--- src/rtl/elevator_car_ctrl_if.sv ---
// rtl/elevator_car_ctrl_if.sv - request/clear bundle between the floor-request latch and the car controller
interface elevator_car_ctrl_if #(
    parameter int BUTTONS_WIDTH = 8
);
    logic [BUTTONS_WIDTH-1:0] active_in_levels;
    logic [BUTTONS_WIDTH-1:0] active_out_up_levels;
    logic [BUTTONS_WIDTH-1:0] active_out_down_levels;
    logic [BUTTONS_WIDTH-1:0] clr_in_levels;
    logic [BUTTONS_WIDTH-1:0] clr_out_up_levels;
    logic [BUTTONS_WIDTH-1:0] clr_out_down_levels;

    modport master (
        output active_in_levels, active_out_up_levels, active_out_down_levels,
        input  clr_in_levels, clr_out_up_levels, clr_out_down_levels
    );

    modport slave (
        input  active_in_levels, active_out_up_levels, active_out_down_levels,
        output clr_in_levels, clr_out_up_levels, clr_out_down_levels
    );
endinterface

--- src/rtl/elevator_car_ctrl.sv ---
// rtl/elevator_car_ctrl.sv - collective up/down (SCAN) car controller with door timing and request clear pulses
module elevator_car_ctrl #(
    parameter int BUTTONS_WIDTH = 8,
    parameter int LEVEL_WIDTH   = 3,
    parameter int MOVE_CYCLES   = 4,
    parameter int DOOR_CYCLES   = 6
) (
    input  logic                   clk,
    input  logic                   reset,
    elevator_car_ctrl_if.slave     req_if,
    output logic [LEVEL_WIDTH-1:0] current_level,
    output logic                   moving_up,
    output logic                   moving_down,
    output logic                   door_open,
    output logic                   dir_up
);
    localparam int CNT_MAX = (MOVE_CYCLES > DOOR_CYCLES) ? MOVE_CYCLES : DOOR_CYCLES;
    localparam int CW      = $clog2(CNT_MAX + 1);

    typedef enum logic [2:0] {
        IDLE,
        MOVE_UP,
        MOVE_DOWN,
        ARRIVE,
        DOOR_OPEN
    } state_t;

    state_t        state;
    logic [CW-1:0] cnt;

    logic [BUTTONS_WIDTH-1:0] req, at_f, above_mask, below_mask;
    logic above, below, ahead, behind;
    logic in_f, up_f, dn_f, take_up, take_dn, stop, turn;
    logic [BUTTONS_WIDTH-1:0] re_in, re_hall;

    always_comb begin
        at_f       = '0;
        above_mask = '0;
        below_mask = '0;
        for (int i = 0; i < BUTTONS_WIDTH; i++) begin
            at_f[i]       = (current_level == LEVEL_WIDTH'(i));
            above_mask[i] = (LEVEL_WIDTH'(i) > current_level);
            below_mask[i] = (LEVEL_WIDTH'(i) < current_level);
        end
        req    = req_if.active_in_levels | req_if.active_out_up_levels | req_if.active_out_down_levels;
        above  = |(req & above_mask);
        below  = |(req & below_mask);
        ahead  = dir_up ? above : below;
        behind = dir_up ? below : above;
        in_f   = |(req_if.active_in_levels & at_f);
        up_f   = |(req_if.active_out_up_levels & at_f);
        dn_f   = |(req_if.active_out_down_levels & at_f);
        // An opposite-direction hall call is only taken when nothing remains ahead, i.e. the car turns here.
        take_up = up_f & (dir_up | ~ahead);
        take_dn = dn_f & (~dir_up | ~ahead);
        stop    = in_f | take_up | take_dn;
        turn    = dir_up ? take_dn : take_up;
        // Re-arrivals during the door window; bits still being cleared this cycle are not counted again.
        re_in   = req_if.active_in_levels & at_f & ~req_if.clr_in_levels;
        re_hall = dir_up ? (req_if.active_out_up_levels & at_f & ~req_if.clr_out_up_levels)
                         : (req_if.active_out_down_levels & at_f & ~req_if.clr_out_down_levels);
    end

    always_ff @(posedge clk or negedge reset) begin
        if (!reset) begin
            state                     <= IDLE;
            cnt                       <= '0;
            current_level             <= '0;
            dir_up                    <= 1'b1;
            moving_up                 <= 1'b0;
            moving_down               <= 1'b0;
            door_open                 <= 1'b0;
            req_if.clr_in_levels      <= '0;
            req_if.clr_out_up_levels  <= '0;
            req_if.clr_out_down_levels <= '0;
        end else begin
            req_if.clr_in_levels       <= '0;
            req_if.clr_out_up_levels   <= '0;
            req_if.clr_out_down_levels <= '0;
            case (state)
                IDLE, ARRIVE: begin
                    cnt <= '0;
                    if (stop) begin
                        state                      <= DOOR_OPEN;
                        door_open                  <= 1'b1;
                        req_if.clr_in_levels       <= req_if.active_in_levels & at_f;
                        req_if.clr_out_up_levels   <= take_up ? at_f : '0;
                        req_if.clr_out_down_levels <= take_dn ? at_f : '0;
                        if (state == ARRIVE && turn)
                            dir_up <= ~dir_up;
                    end else if (ahead) begin
                        state       <= dir_up ? MOVE_UP : MOVE_DOWN;
                        moving_up   <= dir_up;
                        moving_down <= ~dir_up;
                    end else if (behind && state == IDLE) begin
                        dir_up      <= ~dir_up;
                        state       <= dir_up ? MOVE_DOWN : MOVE_UP;
                        moving_up   <= ~dir_up;
                        moving_down <= dir_up;
                    end else begin
                        state <= IDLE;
                    end
                end
                MOVE_UP, MOVE_DOWN: begin
                    if (cnt == CW'(MOVE_CYCLES - 1)) begin
                        state         <= ARRIVE;
                        cnt           <= '0;
                        moving_up     <= 1'b0;
                        moving_down   <= 1'b0;
                        current_level <= (state == MOVE_UP) ? current_level + 1'b1
                                                            : current_level - 1'b1;
                    end else begin
                        cnt <= cnt + 1'b1;
                    end
                end
                DOOR_OPEN: begin
                    if ((|re_in) || (|re_hall)) begin
                        cnt                  <= '0;
                        req_if.clr_in_levels <= re_in;
                        if (dir_up)
                            req_if.clr_out_up_levels <= re_hall;
                        else
                            req_if.clr_out_down_levels <= re_hall;
                    end else if (cnt == CW'(DOOR_CYCLES - 1)) begin
                        state     <= IDLE;
                        cnt       <= '0;
                        door_open <= 1'b0;
                    end else begin
                        cnt <= cnt + 1'b1;
                    end
                end
                default: begin
                    state       <= IDLE;
                    cnt         <= '0;
                    moving_up   <= 1'b0;
                    moving_down <= 1'b0;
                    door_open   <= 1'b0;
                end
            endcase
        end
    end
endmodule

--- src/flat_wrapper.sv ---
// flat-port wrapper written by rule: the top's interface ports become plain ports
module elevator_car_ctrl_flat 
#(
    parameter int BUTTONS_WIDTH = 8,
    parameter int LEVEL_WIDTH   = 3,
    parameter int MOVE_CYCLES   = 4,
    parameter int DOOR_CYCLES   = 6
)
  (clk, reset, current_level, moving_up, moving_down, door_open, dir_up, req_if_active_in_levels, req_if_active_out_up_levels, req_if_active_out_down_levels, req_if_clr_in_levels, req_if_clr_out_up_levels, req_if_clr_out_down_levels);
  elevator_car_ctrl_if #(.BUTTONS_WIDTH(BUTTONS_WIDTH)) req_if_i ();
  input  logic clk;
  input  logic reset;
  output logic [LEVEL_WIDTH-1:0] current_level;
  output logic moving_up;
  output logic moving_down;
  output logic door_open;
  output logic dir_up;
  input wire logic [$bits(req_if_i.active_in_levels)-1:0] req_if_active_in_levels;
  input wire logic [$bits(req_if_i.active_out_up_levels)-1:0] req_if_active_out_up_levels;
  input wire logic [$bits(req_if_i.active_out_down_levels)-1:0] req_if_active_out_down_levels;
  output wire logic [$bits(req_if_i.clr_in_levels)-1:0] req_if_clr_in_levels;
  output wire logic [$bits(req_if_i.clr_out_up_levels)-1:0] req_if_clr_out_up_levels;
  output wire logic [$bits(req_if_i.clr_out_down_levels)-1:0] req_if_clr_out_down_levels;
  assign req_if_i.active_in_levels = req_if_active_in_levels;
  assign req_if_i.active_out_up_levels = req_if_active_out_up_levels;
  assign req_if_i.active_out_down_levels = req_if_active_out_down_levels;
  assign req_if_clr_in_levels = req_if_i.clr_in_levels;
  assign req_if_clr_out_up_levels = req_if_i.clr_out_up_levels;
  assign req_if_clr_out_down_levels = req_if_i.clr_out_down_levels;
  elevator_car_ctrl #(.BUTTONS_WIDTH(BUTTONS_WIDTH), .LEVEL_WIDTH(LEVEL_WIDTH), .MOVE_CYCLES(MOVE_CYCLES), .DOOR_CYCLES(DOOR_CYCLES)) u_core (.clk(clk), .reset(reset), .req_if(req_if_i), .current_level(current_level), .moving_up(moving_up), .moving_down(moving_down), .door_open(door_open), .dir_up(dir_up));
endmodule
--- config.mk ---
export PLATFORM = sky130hd
export DESIGN_NAME = elevator_car_ctrl_flat
export DESIGN_NICKNAME = d
export VERILOG_FILES = /design/src/rtl/elevator_car_ctrl_if.sv /design/src/rtl/elevator_car_ctrl.sv /design/src/flat_wrapper.sv
export SDC_FILE = /design/constraint.sdc
export NUM_CORES = 1
export LEC_CHECK = 0
export ABC_AREA = 1
export ABC_CLOCK_PERIOD_IN_PS = 5100
export CAP_MARGIN = 15
export CELL_PAD_IN_SITES_DETAIL_PLACEMENT = 2
export CELL_PAD_IN_SITES_GLOBAL_PLACEMENT = 2
export CORE_ASPECT_RATIO = 1.25
export CORE_MARGIN = 2
export CORE_UTILIZATION = 25
export DETAILED_ROUTE_END_ITERATION = 10
export GPL_TIMING_DRIVEN = 0
export PLACE_DENSITY = 0.71
export SLEW_MARGIN = 30
export SYNTH_ARGS = -nofsm -noshare
export SYNTH_HDL_FRONTEND = slang
export SYNTH_SLANG_ARGS = --single-unit
--- constraint.sdc ---
create_clock -name clk -period 5.1 [get_ports clk]
set_clock_uncertainty 0.2 [all_clocks]
set_input_delay 0.51 -clock clk [delete_from_list [all_inputs] [get_ports clk]]
set_output_delay 0.51 -clock clk [all_outputs]
set_load 0.02 [all_outputs]
==> summary.txt <==
Die
  • Top Ports: 57
  • Initial Util: 25.5%
  • Core area: 10100 um^2
  • # rows: 41
  • Chip height: 117 um
  • Die area: 11100 um^2
  • Die W: 94.6 um

Power
  • Clock group share of total power: 37.7%
  • Net switching power figure: 0.249 mW
  • PwrDens: 235 nW/um^2
  • Worst vdd ir: 146 uV
  • Sw frac: 30.7%
  • Sequential share of power: 40.2%
  • Int Pwr: 0.561 mW
  • Static leakage: 1.72 nW
  • Combinational Power Share: 22.1%

Layout
  • Register area: 927 um^2
  • Fin cells: 570
  • Diodes inserted: 0
  • Multi-input gate area: 1410 um^2
  • Final #Nets: 477
  • Area Overhead vs Synth: 34.5%
  • Filler cells: 1231
  • Share of layout cells above drive strength 1: 9.52%

STA
  • Tcrit/Tclk final: 63.6%
  • Worst-Margin Slew: 0.620 ns
  • Setup violators final: 0
  • Max-slew headroom: 58.6%
  • Aggregate negative setup slack: 0 ns
  • Max Slew Vio Count: 0
  • Fmax: 309 MHz
  • Final Critical Period: 3.24 ns
  • Hold_ws: -0.000637 ns
  • PnR worst setup slack: 1.86 ns
  • RSZ-0062 raised after global routing: false
  • Fin. Hold Viols: 2

CTS
  • Setup Buffers After CTS: 0
  • H-tree levels: 2
  • Clock buffer depth: 2
  • Resize count post-CTS: 0
  • Clk slew on worst S/H paths: 0.06 ns
  • Cts hold-fix bufs: 0
  • Clk Latency, worst-skew pair: 0.28 ns
  • CTS tree: yes
  • Num CTS Buffers: 5
  • CTS Sinks: 37
  • Root buffer cell: clkbuf_16

Yosys
  • Register area share after synthesis: 36.2%
  • Syn_nets: 413
  • Post-Syn Area: 2560 um^2
  • Syn_area_per_cell: 6.82 um^2
  • Flops & latches, synth: 37
  • Post-synthesis cell count: 376
  • Ys Warns: 0
  • Synth unique cells: 31

Worst setup path
  • Crit. End Element: register
  • Critical path cell sequence: buf_2 > inv_1 > ha_1 > nand2_4 > nand2_1 > nand2_1 > a21oi_1 > nand3_1 > nand2_1 > inv_1 > ha_1 > inv_1 > nand2_1 > nand2_1 > nand3_1 > nand2_1 > nand2_1 > nand2_1
  • Cells on worst reg2reg path: 18
  • CP max-delay cell: dfrtp_1
  • Crit-path max FO: 10
  • Critical R2R Capture: u_core.dir_up
  • Critical Path AT: 3.27 ns
  • Max incr delay on CP: 0.47 ns
  • Most used cell, CP: nand2_1
  • CP Launch Type: register
  • Flop2flop setup slack: 1.86 ns
  • Reg-to-Reg Start: u_core.current_level[1]
  • Crit path required time: 5.13 ns
  • Worst setup path category: reg -> reg

Detailed routing
  • WL final: 10.2 mm
  • DRT iter0 DRCs: 95
  • Via count: 2721
  • Drt wl/cell: 17.8 um
  • Via density: 4.77
  • DRC: 0
  • Detailed Routing Iterations Pass 1: 4
  • Post-route ant nets: 0

Placed design
  • Port Buffer Count: 56
  • DPL Wire Length: 8.20 mm
  • GPL Wtd Cong: 0.876
  • Cells after DPL: 562
  • Pre-CTS WS: 1.82 ns

GRT
  • GR Overflow Total: 0
  • GRT Util Overall: 19.6%
  • First-pass GRT wire length: 16.2 mm
  • Vias in the first global route: 3103
  • Antenna violations before repair: 0
  • Largest net degree at the start of global routing: 20

Min path
  • Hold Crit Class: in -> async

Outcome
  • Failing checks: hold timing
  • Status: finished, violations left

Run
  • Max-Cap Viols: 0
==> critical path, delay by kind of cell, from the launching register on <==
family,cells,cell delay [ns]
adders and majority gates,2,0.43
buffers and inverters,4,0.51
DFF,1,0.47
and+or+nand+nor,11,1.25
AOI/OAI and AO/OA,1,0.35
==> metrics by stage <==
step	area (um^2)	utilization [%]	total power, mW
2_1_floorplan	2560	-	0.421
3_3_place_gp	3280	32.7	0.507
3_5_place_dp	3310	32.9	0.514
4_1_cts	3450	34.3	0.823
5_1_grt	3450	34.3	0.854
6_report	3450	34.3	0.810
==> sequential cells by signal, indices dropped and copies added (netlist names) <==
signal,count
u_core.req_if.clr_out_down_levels,8
u_core.dir_up,1
u_core.cnt,3
u_core.req_if.clr_out_up_levels,8
u_core.state,3
u_core.req_if.clr_in_levels,8
u_core.moving_up,1
u_core.moving_down,1
u_core.door_open,1
u_core.current_level,3
==> area by class of cell <==
type	count	share of cell area [%]
sequential	37	26.9
clock inverter	2	0.290
multi-input combinational	285	41.0
tap	129	4.68
timing repair buffer	57	16.9
buffer	9	1.60
inverter	45	4.90
clock buffer	6	3.74
==> Yosys cell counts (all sizes together) <==
| master | count | area [um^2] |
|---|---|---|
| nor2 | 55 | 226 |
| nand3b | 3 | 22.5 |
| o21ai | 13 | 65.1 |
| a21oi | 4 | 27.5 |
| xor2 | 1 | 8.76 |
| ha | 11 | 138 |
| dfstp | 1 | 26.3 |
| o22ai | 17 | 106 |
| nand2 | 133 | 527 |
| clkbuf | 2 | 7.51 |
| dfrtp | 36 | 901 |
| nand3 | 29 | 150 |
| xnor2 | 2 | 17.5 |
| a21o | 1 | 7.51 |
| or2 | 1 | 6.26 |
| nor3 | 3 | 20.0 |
| inv | 45 | 169 |
| o211ai | 1 | 7.51 |
| nand4 | 6 | 37.5 |
| o32ai | 5 | 43.8 |
| buf | 7 | 47.5 |
==> routing by layer <==
layer	up-vias	share of wire, %	global-route usage [%]
li1	1333	-	-
met1	1346	42	23.7
met2	36	55	38.0
met3	6	2.5	1.98
met4	0	0.76	3.48
met5	-	0	0
==> cell usage in the layout (no fill, tap or decap), drive strengths merged, types with 6 or more instances in the layout <==
master           n
clkdlybuf4s50   55
nor2            55
ha              11
nand3           29
inv             45
nand4            6
clkbuf           8
nand2          133
dfrtp           36
buf              9
o21ai           13
o22ai           17
==> power groups by stage <==
stage | sequential (mW) | combinational [mW] | clock [mW]
global placement | 0.331 | 0.176 | 0
global route | 0.328 | 0.203 | 0.323
finish | 0.326 | 0.179 | 0.306
CTS | 0.327 | 0.183 | 0.313
detailed placement | 0.332 | 0.182 | 0
floorplan | 0.338 | 0.0836 | 0
==> kinds of logic (layout without fill, tap and decap cells) <==
| logic type | after synthesis | count (layout) | share of synthesized area, % |
|---|---|---|---|
| compound gates | 41 | 41 | 10.1 |
| flops | 37 | 37 | 36.2 |
| simple gates | 230 | 230 | 38.6 |
| buf+inv | 54 | 119 | 8.74 |
| xor+xnor | 3 | 3 | 1.03 |
| fa+ha+maj | 11 | 11 | 5.37 |
==> how the worst max path moves through the flow <==
stage | start | to | slack (ns) | depth (start not counted)
2_1_floorplan | u_core.current_level[0] | u_core.dir_up | 2.49 | 18
3_3_place_gp | req_if_active_out_down_levels[2] | u_core.dir_up | 1.90 | 17
3_5_place_dp | req_if_active_out_down_levels[2] | u_core.dir_up | 1.82 | 17
4_1_cts | u_core.current_level[1] | u_core.dir_up | 1.80 | 18
5_1_grt | u_core.current_level[0] | u_core.dir_up | 1.48 | 18
6_report | u_core.current_level[1] | u_core.dir_up | 1.86 | 18
No activity file was read; power rests on OpenSTA's default activity.
